<file path="config.mk">
export PLATFORM = sky130hd
export DESIGN_NAME = fetch_unit
export DESIGN_NICKNAME = d
export VERILOG_FILES = /design/src/rtl/nlp16af_pkg.sv /design/src/rtl/fetch_queue.sv /design/src/rtl/fetch_unit.sv
export SDC_FILE = /design/constraint.sdc
export NUM_CORES = 1
export LEC_CHECK = 0
export ABC_AREA = 0
export BUFFER_PORTS_ARGS = -buffer_cell sky130_fd_sc_hd__buf_2
export CAP_MARGIN = 40
export CORE_ASPECT_RATIO = 2
export CORE_UTILIZATION = 45
export DETAILED_ROUTE_END_ITERATION = 8
export PLACE_DENSITY = 0.76
export SKIP_LAST_GASP = 1
export SLEW_MARGIN = 20
export SYNTH_ARGS = -nofsm -noshare
export SYNTH_HDL_FRONTEND = slang
export SYNTH_SLANG_ARGS = --single-unit
</file>
<file path="constraint.sdc">
create_clock -name i_clk -period 7.1 [get_ports i_clk]
set_clock_uncertainty 0.1 [all_clocks]
set_input_delay 1.42 -clock i_clk [delete_from_list [all_inputs] [get_ports i_clk]]
set_output_delay 1.42 -clock i_clk [all_outputs]
set_load 0.02 [all_outputs]
</file>
<file path="src/rtl/nlp16af_pkg.sv">
// Shared types and widths for the NLP-16AF front end.
package nlp16af_pkg;

  localparam int NLP_WORD_W = 16;
  localparam int NLP_ADDR_W = 16;

  typedef enum logic [1:0] {
    IDLE    = 2'd0,
    REQ     = 2'd1,
    DISCARD = 2'd2
  } fetch_state_e;

endpackage

</file>
<file path="src/rtl/fetch_queue.sv">
// Small power-of-two FIFO of {addr, data} pairs with flush; head is read combinationally.
module fetch_queue
  import nlp16af_pkg::*;
#(
  parameter int                DEPTH      = 2,
  parameter int                ADDR_W     = NLP_ADDR_W,
  parameter int                DATA_W     = NLP_WORD_W,
  parameter logic [ADDR_W-1:0] RESET_ADDR = '0,
  parameter int                CNT_W      = $clog2(DEPTH) + 1
) (
  input  logic              i_clk,
  input  logic              i_rst,
  input  logic              i_flush,
  input  logic              i_push,
  input  logic [ADDR_W-1:0] i_push_addr,
  input  logic [DATA_W-1:0] i_push_data,
  input  logic              i_pop,
  output logic [ADDR_W-1:0] o_head_addr,
  output logic [DATA_W-1:0] o_head_data,
  output logic [CNT_W-1:0]  o_count
);

  localparam int PTR_W = $clog2(DEPTH);

  logic [ADDR_W-1:0] addr_mem_q [DEPTH];
  logic [ADDR_W-1:0] addr_mem_d [DEPTH];
  logic [DATA_W-1:0] data_mem_q [DEPTH];
  logic [DATA_W-1:0] data_mem_d [DEPTH];
  logic [PTR_W-1:0]  wr_ptr_q, wr_ptr_d;
  logic [PTR_W-1:0]  rd_ptr_q, rd_ptr_d;
  logic [CNT_W-1:0]  count_q, count_d;
  logic              do_push, do_pop;

  always_comb begin
    addr_mem_d = addr_mem_q;
    data_mem_d = data_mem_q;
    wr_ptr_d   = wr_ptr_q;
    rd_ptr_d   = rd_ptr_q;
    count_d    = count_q;
    do_push    = i_push && (count_q != CNT_W'(DEPTH));
    do_pop     = i_pop && (count_q != '0);
    if (i_flush) begin
      wr_ptr_d = '0;
      rd_ptr_d = '0;
      count_d  = '0;
    end else begin
      if (do_push) begin
        addr_mem_d[wr_ptr_q] = i_push_addr;
        data_mem_d[wr_ptr_q] = i_push_data;
        wr_ptr_d             = wr_ptr_q + PTR_W'(1);
      end
      if (do_pop) begin
        rd_ptr_d = rd_ptr_q + PTR_W'(1);
      end
      case ({do_push, do_pop})
        2'b10:   count_d = count_q + CNT_W'(1);
        2'b01:   count_d = count_q - CNT_W'(1);
        default: count_d = count_q;
      endcase
    end
  end

  always_ff @(posedge i_clk) begin
    if (i_rst) begin
      for (int i = 0; i < DEPTH; i++) begin
        addr_mem_q[i] <= RESET_ADDR;
        data_mem_q[i] <= '0;
      end
      wr_ptr_q <= '0;
      rd_ptr_q <= '0;
      count_q  <= '0;
    end else begin
      addr_mem_q <= addr_mem_d;
      data_mem_q <= data_mem_d;
      wr_ptr_q   <= wr_ptr_d;
      rd_ptr_q   <= rd_ptr_d;
      count_q    <= count_d;
    end
  end

  assign o_head_addr = addr_mem_q[rd_ptr_q];
  assign o_head_data = data_mem_q[rd_ptr_q];
  assign o_count     = count_q;

endmodule

</file>
<file path="src/rtl/fetch_unit.sv">
// Instruction fetch stage: owns the fetch pointer, issues one word read at a time,
// and feeds a prefetch queue to the decoder; redirect flushes and drops stale reads.
module fetch_unit
  import nlp16af_pkg::*;
#(
  parameter int                ADDR_W   = NLP_ADDR_W,
  parameter int                DATA_W   = NLP_WORD_W,
  parameter int                QDEPTH   = 2,
  parameter logic [ADDR_W-1:0] RESET_IP = '0
) (
  input  logic              i_clk,
  input  logic              i_rst,
  output logic              o_mem_req,
  output logic [ADDR_W-1:0] o_mem_addr,
  input  logic              i_mem_ack,
  input  logic [DATA_W-1:0] i_mem_rdata,
  output logic [DATA_W-1:0] o_ir_data,
  output logic [ADDR_W-1:0] o_ir_addr,
  output logic              o_ir_valid,
  input  logic              i_ir_take,
  input  logic              i_redirect,
  input  logic [ADDR_W-1:0] i_redirect_addr,
  output logic              o_busy
);

  localparam int               CNT_W    = $clog2(QDEPTH) + 1;
  localparam logic [CNT_W-1:0] FULL_CNT = CNT_W'(QDEPTH);

  // Handshakes: the memory side holds o_mem_req/o_mem_addr until i_mem_ack (which may
  // arrive in the request's first cycle); the decoder side consumes the head word in any
  // cycle with o_ir_valid && i_ir_take, except that i_redirect overrides the take.
  fetch_state_e      state_q, state_d;
  logic              req_q, req_d;
  logic              busy_q, busy_d;
  logic [ADDR_W-1:0] addr_q, addr_d;
  logic [ADDR_W-1:0] ptr_q, ptr_d;
  logic [ADDR_W-1:0] ptr_inc;
  logic [CNT_W-1:0]  count;
  logic [CNT_W-1:0]  count_after;
  logic [ADDR_W-1:0] head_addr;
  logic [DATA_W-1:0] head_data;
  logic              ir_valid, push, pop;

  assign ir_valid    = (count != '0);
  assign ptr_inc     = ptr_q + ADDR_W'(1);
  assign pop         = i_ir_take && ir_valid && !i_redirect;
  assign count_after = count + CNT_W'(1) - CNT_W'(pop);

  always_comb begin
    state_d = state_q;
    req_d   = req_q;
    addr_d  = addr_q;
    ptr_d   = ptr_q;
    push    = 1'b0;
    case (state_q)
      IDLE: begin
        if (i_redirect) begin
          ptr_d   = i_redirect_addr;
          state_d = REQ;
          req_d   = 1'b1;
          addr_d  = i_redirect_addr;
        end else if (count < FULL_CNT) begin
          state_d = REQ;
          req_d   = 1'b1;
          addr_d  = ptr_q;
        end
      end
      REQ: begin
        if (i_mem_ack && i_redirect) begin
          ptr_d  = i_redirect_addr;
          req_d  = 1'b1;
          addr_d = i_redirect_addr;
        end else if (i_mem_ack) begin
          push   = 1'b1;
          ptr_d  = ptr_inc;
          addr_d = ptr_inc;
          // Only keep requesting if the pushed word still leaves a free slot.
          if (count_after < FULL_CNT) begin
            req_d = 1'b1;
          end else begin
            state_d = IDLE;
            req_d   = 1'b0;
          end
        end else if (i_redirect) begin
          ptr_d   = i_redirect_addr;
          state_d = DISCARD;
        end
      end
      DISCARD: begin
        if (i_redirect) begin
          ptr_d = i_redirect_addr;
        end
        if (i_mem_ack) begin
          state_d = REQ;
          req_d   = 1'b1;
          addr_d  = ptr_d;
        end
      end
      default: begin
        state_d = IDLE;
        req_d   = 1'b0;
      end
    endcase
    busy_d = (state_d != IDLE);
  end

  always_ff @(posedge i_clk) begin
    if (i_rst) begin
      state_q <= IDLE;
      req_q   <= 1'b0;
      busy_q  <= 1'b0;
      addr_q  <= RESET_IP;
      ptr_q   <= RESET_IP;
    end else begin
      state_q <= state_d;
      req_q   <= req_d;
      busy_q  <= busy_d;
      addr_q  <= addr_d;
      ptr_q   <= ptr_d;
    end
  end

  fetch_queue #(
    .DEPTH      (QDEPTH),
    .ADDR_W     (ADDR_W),
    .DATA_W     (DATA_W),
    .RESET_ADDR (RESET_IP),
    .CNT_W      (CNT_W)
  ) u_queue (
    .i_clk       (i_clk),
    .i_rst       (i_rst),
    .i_flush     (i_redirect),
    .i_push      (push),
    .i_push_addr (addr_q),
    .i_push_data (i_mem_rdata),
    .i_pop       (pop),
    .o_head_addr (head_addr),
    .o_head_data (head_data),
    .o_count     (count)
  );

  assign o_mem_req  = req_q;
  assign o_mem_addr = addr_q;
  assign o_busy     = busy_q;
  assign o_ir_valid = ir_valid;
  assign o_ir_data  = ir_valid ? head_data : '0;
  assign o_ir_addr  = ir_valid ? head_addr : RESET_IP;

endmodule

</file>
* Word-level counts from Yosys, hierarchy flattened
Index checks and enable logic that the tools add are counted.
** Storage, ports and cells
- Bits in registers :: 104
- Logic and storage cells :: 93
- Bits of input ports :: 37
- Output and inout port bits :: 51
** Operators by class
- $add $sub $neg :: 6
- Multiplexer cells :: 41
- Magnitude comparators :: 5
- Bitwise operators :: 3
- Reductions and logical operators :: 18
- Eq/ne operators :: 8
** Operator list (number)
- $mux W16 :: 17
- $bwmux W32 :: 2
- $pmux W16 S3 :: 1
- $pmux W16 S2 :: 1
- $add A16 B1 Y16 const B :: 1
- $demux W16 S1 :: 1
- $mux W2 :: 7
- $mux W1 :: 9
- $reduce_bool A2 Y1 :: 4
- $logic_and A1 B1 Y1 :: 6
- $ne A3 B3 Y1 const B :: 2
- $pmux W2 S3 :: 1
- $eq A2 B1 Y1 const B :: 2
- $eq A2 B2 Y1 const B :: 2
- $ge A2 B2 Y1 const B :: 2
- $lt A2 B2 Y1 const B :: 2
- $ne A2 B2 Y1 const B :: 2
- $not A1 Y2 :: 2
- $pmux W2 S2 :: 1
- $reduce_and A4 Y1 :: 1
- $reduce_or A2 Y1 :: 2
- $pmux W1 S3 :: 1
- $reduce_and A3 Y1 :: 1
- $reduce_bool A3 Y1 :: 1
- 9 further kinds :: 10

* Depth between registers and ports, before layout
- Word-level depth :: 10
- Mapped depth :: 9
- Gate-level depth less buffers :: 8

* By module
A second synthesis with hierarchy kept.
** Unflattened totals
- Cells, all modules :: 664
- Area total of the unflattened synthesis :: 6023.3 um2
** By module, submodules not included
- fetch_queue :: area each 3311.9 um2, seq. area each 1361.3 um2, cells each 302, times used 1
- fetch_unit :: area each 2711.4 um2, seq. area each 720.7 um2, cells each 362, times used 1

* Least setup slack after synthesis
Ideal clock, no wire load.
- Kind :: input -> register
- Start point :: input port i_redirect
- End point :: register u_queue.count_q[1], in the netlist u_queue.o_count[1]
- Setup time :: 114 ps
- Arrival time :: 3058 ps
- Data required time :: 6886 ps
- Cell stages on the path :: 7
- Setup slack :: 3828 ps
- Path buffers :: 4
- Cell sequence :: buf_4 buf_2 buf_1 clkbuf_1 nor2b_1 ha_1 a2111oi_0
** Between the ends
- Elaborated cells between the ends (all ways) :: 12
- Those cells by class :: eq/ne: 2; mux: 3; reduce/logical: 7
** RTL lines
- start, declared :: RTL line fetch_unit.sv:21 : input logic i_redirect,
- $logic_not A1 Y1 (*) :: RTL line fetch_unit.sv:46 : assign pop = i_ir_take && ir_valid && !i_redirect;
- $logic_and A1 B1 Y1 (*) :: RTL line fetch_unit.sv:46
- $logic_and A1 B1 Y1 (*) :: RTL line fetch_queue.sv:41 : do_pop = i_pop && (count_q != '0);
- named net u_queue.do_pop :: RTL line fetch_queue.sv:32 : logic do_push, do_pop;
- $eq A2 B1 Y1 / $eq A2 B2 Y1 (equally long branches) :: RTL line fetch_queue.sv:55 : case ({do_push, do_pop})
- $pmux W2 S2 / $reduce_bool A2 Y1 (equally long branches)
- end signal, assigned :: RTL line fetch_queue.sv:77 : count_q <= count_d;
- end, declared :: RTL line fetch_queue.sv:31 : logic [CNT_W-1:0] count_q, count_d;
Mark *: on every way through the listed nets, which the timed path passes. The rest lies on a longest branch.
A chain may end at the register's enable or synchronous reset.

* Worst setup path in the final report
- Start point :: input port i_mem_ack
- End point :: register u_queue.count_q[1], in the netlist u_queue.o_count[1]
** Between the ends
- Word-level cells in the longest chain between the ends :: 6
- Elaborated cells between the ends (all ways) :: 9
- Those cells by class :: eq/ne: 2; mux: 4; reduce/logical: 3
** RTL lines
- start, declared :: RTL line fetch_unit.sv:15 : input logic i_mem_ack,
- $mux W1 / $logic_and A1 B1 Y1 (equally long branches) :: RTL line fetch_unit.sv:73, fetch_unit.sv:69
- $mux W1 (*) :: RTL line fetch_unit.sv:69 : if (i_mem_ack && i_redirect) begin
- $mux W1 (*) :: RTL line fetch_unit.sv:55 : case (state_q)
- $logic_and A1 B1 Y1 (*) :: RTL line fetch_queue.sv:40 : do_push = i_push && (count_q != CNT_W'(DEPTH));
- $eq A2 B1 Y1 / $eq A2 B2 Y1 (equally long branches) :: RTL line fetch_queue.sv:55
- $pmux W2 S2 / $reduce_bool A2 Y1 (equally long branches)
Every way passes the cells marked *; elsewhere a longest branch is shown, timed or not.

==> metrics.yaml <==
finish:
  area_growth_syn_to_layout_pct: 13.46
  final_cell_area_mm2: 0.006138
  drive_gt1_frac: 0.1733
  antenna_cells: 0
  layout.nets: 793
  final_util: 0.5246
critical_path:
  crit-reg2reg-launch: "state_q[0]"
  rr_worst_depth: 6
  r2r-end: "u_queue.o_count[1]"
  worst_setup_path_end_kind: "flip-flop"
  startpoint: "i_mem_ack"
  critical_path_class: "in2reg"
  arrival_ps: 3650
  r2r_slack_ps: 4240
  cp-endpoint: "u_queue.o_count[1]"
  cp-start-kind: "input port"
  crit_fanout: 20
  cp.required_ps: 7220
timing:
  fin_crit_sh: 0.4975
  fin_setup_tns_ps: 0
  slew_violations: 0
  slew_headroom: 0.4598
  worst_pin_slew_ps: 807.3
  setup_viol: 0
  hold_viol_final: 0
  rsz0062_at_grt: "no"
  fin_crit_ps: 3532
  setup_ws_ps: 3568
  fmax_ghz: 0.2831
clock_tree:
  post_cts_resized: 0
  cts-buffers-inserted: 9
  clkSinkCount: 104
  cts_root_buf: "clkbuf_16"
  postCtsSetupBuffers: 0
  htreeDepth: 3
  cts-hold-fix-buffers: 0
  clock_path_buffers: 2
  cts_tree: "yes"
  clk_pin_slew_ps: 70
  clk-insertion-delay-late_ps: 340
routing:
  drtIter0Drc: 346
  wire_per_inst_um: 16.30
  via_count: 5128
  ant_nets: 0
  totalWireLength_mm: 14.69
  drc: 0
  viasPerCell: 5.691
  firstDrtPassIters: 5
global_route:
  met1_usage: 0.2523
  globalRouteMet2Util: 0.4449
  grt_pass1_vias: 4854
  grt_usage: 0.2375
  gr-usage-met3: 0.02841
  grt-ovfl-total: 0
  grt_pass1_wl_mm: 23.43
  antenna_found_initial: 0
  grt_max_degree: 79
  grt-busiest-layer: "met2"
yosys:
  synth_top_area_cell: "dfxtp_1"
  synth-seq-cells: 104
  synth_seq_area_share: 0.3848
  synth_edf_count: 0
  syn_area_mm2: 0.005410
  synth_area_per_cell_um2: 7.642
  yosysUniqueCellTypes: 59
  synth_area_leaders: "dfxtp_1, nand2_1, a21oi_1, mux2i_1, nor2_1"
  syn_nets: 749
  yosysTopAreaCellShare: 0.3848
  synth_cells: 708
  yosys_most_used_dff: "dfxtp_1"
  yosysWarnings: 0
  async_reset_ff_frac: 0
placement:
  pre_cts_slack_ps: 3116
  dpl_cell_area_mm2: 0.005803
  port_buffers: 87
  gp_congestion: 0.9837
  hpwl_mm: 10.20
run:
  max_cap_viol_count: 0
power_and_ir_drop:
  power_density_mw_per_mm2: 244.0
  total_power_mw: 1.498
  leakagePower_nw: 2.214
  ir_drop_v: 0.0001446
floorplanning:
  die_h_um: 157.1
  start_util: 0.4624
  die-area_mm2: 0.01249
  dieWidth_um: 79.53
  core_area_mm2: 0.01170
  boundaryPins: 88
  num_rows: 56
worst_hold_path:
  min_path_type: "reg2reg"
outcome:
  status: "finished, final reports clean"
critical path, stage by stage:
cell	delay [ps]
buf_2	340
nand4bb_1	600
nor2_1	350
inv_1	150
ha_1	360
a2111oi_0	420
through the flow:
stage / instances / hold slack (ps)
CTS: 899 / 356.8
floorplan: 708 / 335.7
finish: 901 / 353.1
global route: 901 / 369.1
global placement: 882 / 340.8
detailed placement: 884 / 347.4
how the worst min path moves through the flow:
stage	slack [ps]	startpoint	depth (start not counted)	to
3_3_place_gp	340	u_queue.data_mem_q[3]	2	u_queue.data_mem_q[3]
3_5_place_dp	350	u_queue.data_mem_q[9]	2	u_queue.data_mem_q[9]
5_1_grt	370	u_queue.data_mem_q[4]	2	u_queue.data_mem_q[4]
2_1_floorplan	340	u_queue.addr_mem_q[16]	2	u_queue.addr_mem_q[16]
4_1_cts	360	u_queue.data_mem_q[9]	2	u_queue.data_mem_q[9]
6_report	350	u_queue.addr_mem_q[15]	2	u_queue.addr_mem_q[15]
power by group:
group	total [mW]	switching (mW)	internal [mW]
Combinational	0.312	0.199	0.114
Sequential	0.678	0.0536	0.624
Clock	0.507	0.214	0.294
Total	1.50	0.466	1.03
cells by family (layout without fill, tap and decap cells):
group                    Yosys count  in the layout  share of synthesized area
AO/OA/AOI/OAI                    165            165                     0.1857
XOR/XNOR                          15             15                    0.02428
AND/OR/NAND/NOR                  306            306                     0.2514
adder cells (fa/ha/maj)            4              4                   0.009251
multiplexers                      42             42                    0.07909
flip-flops                       104            104                     0.3848
buffers and inverters             72            120                    0.06545
synth_stat cells (all sizes together), types with 2 or more instances:
cell,count
mux2i,36
nand3b,4
ha,4
nor2b,9
nand2b,8
o21a,3
inv,8
nand4,5
o211ai,4
nand2,155
o21ai,20
nand3,11
xor2,8
o311ai,2
o221a,2
buf,24
dfxtp,104
or4,4
clkbuf,39
o31ai,2
mux2,6
o22ai,7
a22oi,4
or3,6
a21oi,90
and2,3
nor2,74
a211oi,5
nor3,17
a2111oi,6
o32a,3
a31oi,5
xnor2,7
a311oi,3
nor4,4
registers in the layout (all words and copies together), names as in the netlist, 2 cells and up:
register and cells:
o_mem_addr 16, u_queue.data_mem_q 32, ptr_q 16, u_queue.o_count 2
state_q 2, u_queue.addr_mem_q 32
final cells by class:
| class | count | area [um2] |
|---|---|---|
| repair buffers | 97 | 561.8 |
| fillers | 1136 | 5563 |
| inverters | 8 | 30.03 |
| clock buffers | 12 | 256.5 |
| flip-flops and latches | 104 | 2083 |
| well taps | 145 | 181.4 |
| multi-input cells | 532 | 2978 |
| clock inverters | 3 | 47.55 |
layer usage:
metal	share of wire	wire length [um]
met1	0.37	5484
met2	0.55	8007
met3	0.045	667
met4	0.036	531
met5	0	0
cell usage in the layout (no fill, tap or decap), types with 3 or more instances in the layout:
cell / n
mux2_2: 6
nor2_1: 73
buf_2: 86
nand4_1: 3
o21ai_0: 19
clkbuf_16: 9
xnor2_1: 7
mux2i_1: 36
a211oi_1: 5
a22oi_1: 4
xor2_1: 8
o22ai_1: 7
buf_4: 7
a2111oi_0: 5
nor2b_1: 9
nand3b_1: 4
inv_1: 8
dfxtp_1: 103
a311oi_1: 3
nor3_1: 17
ha_1: 4
o32a_1: 3
a31oi_1: 5
nor4_1: 4
or3_1: 5
o211ai_1: 4
nand2_1: 155
and2_1: 3
o21a_1: 3
nand2b_1: 8
nand3_1: 11
a21oi_1: 90
Note: power is estimated with default switching activity, not from simulation.
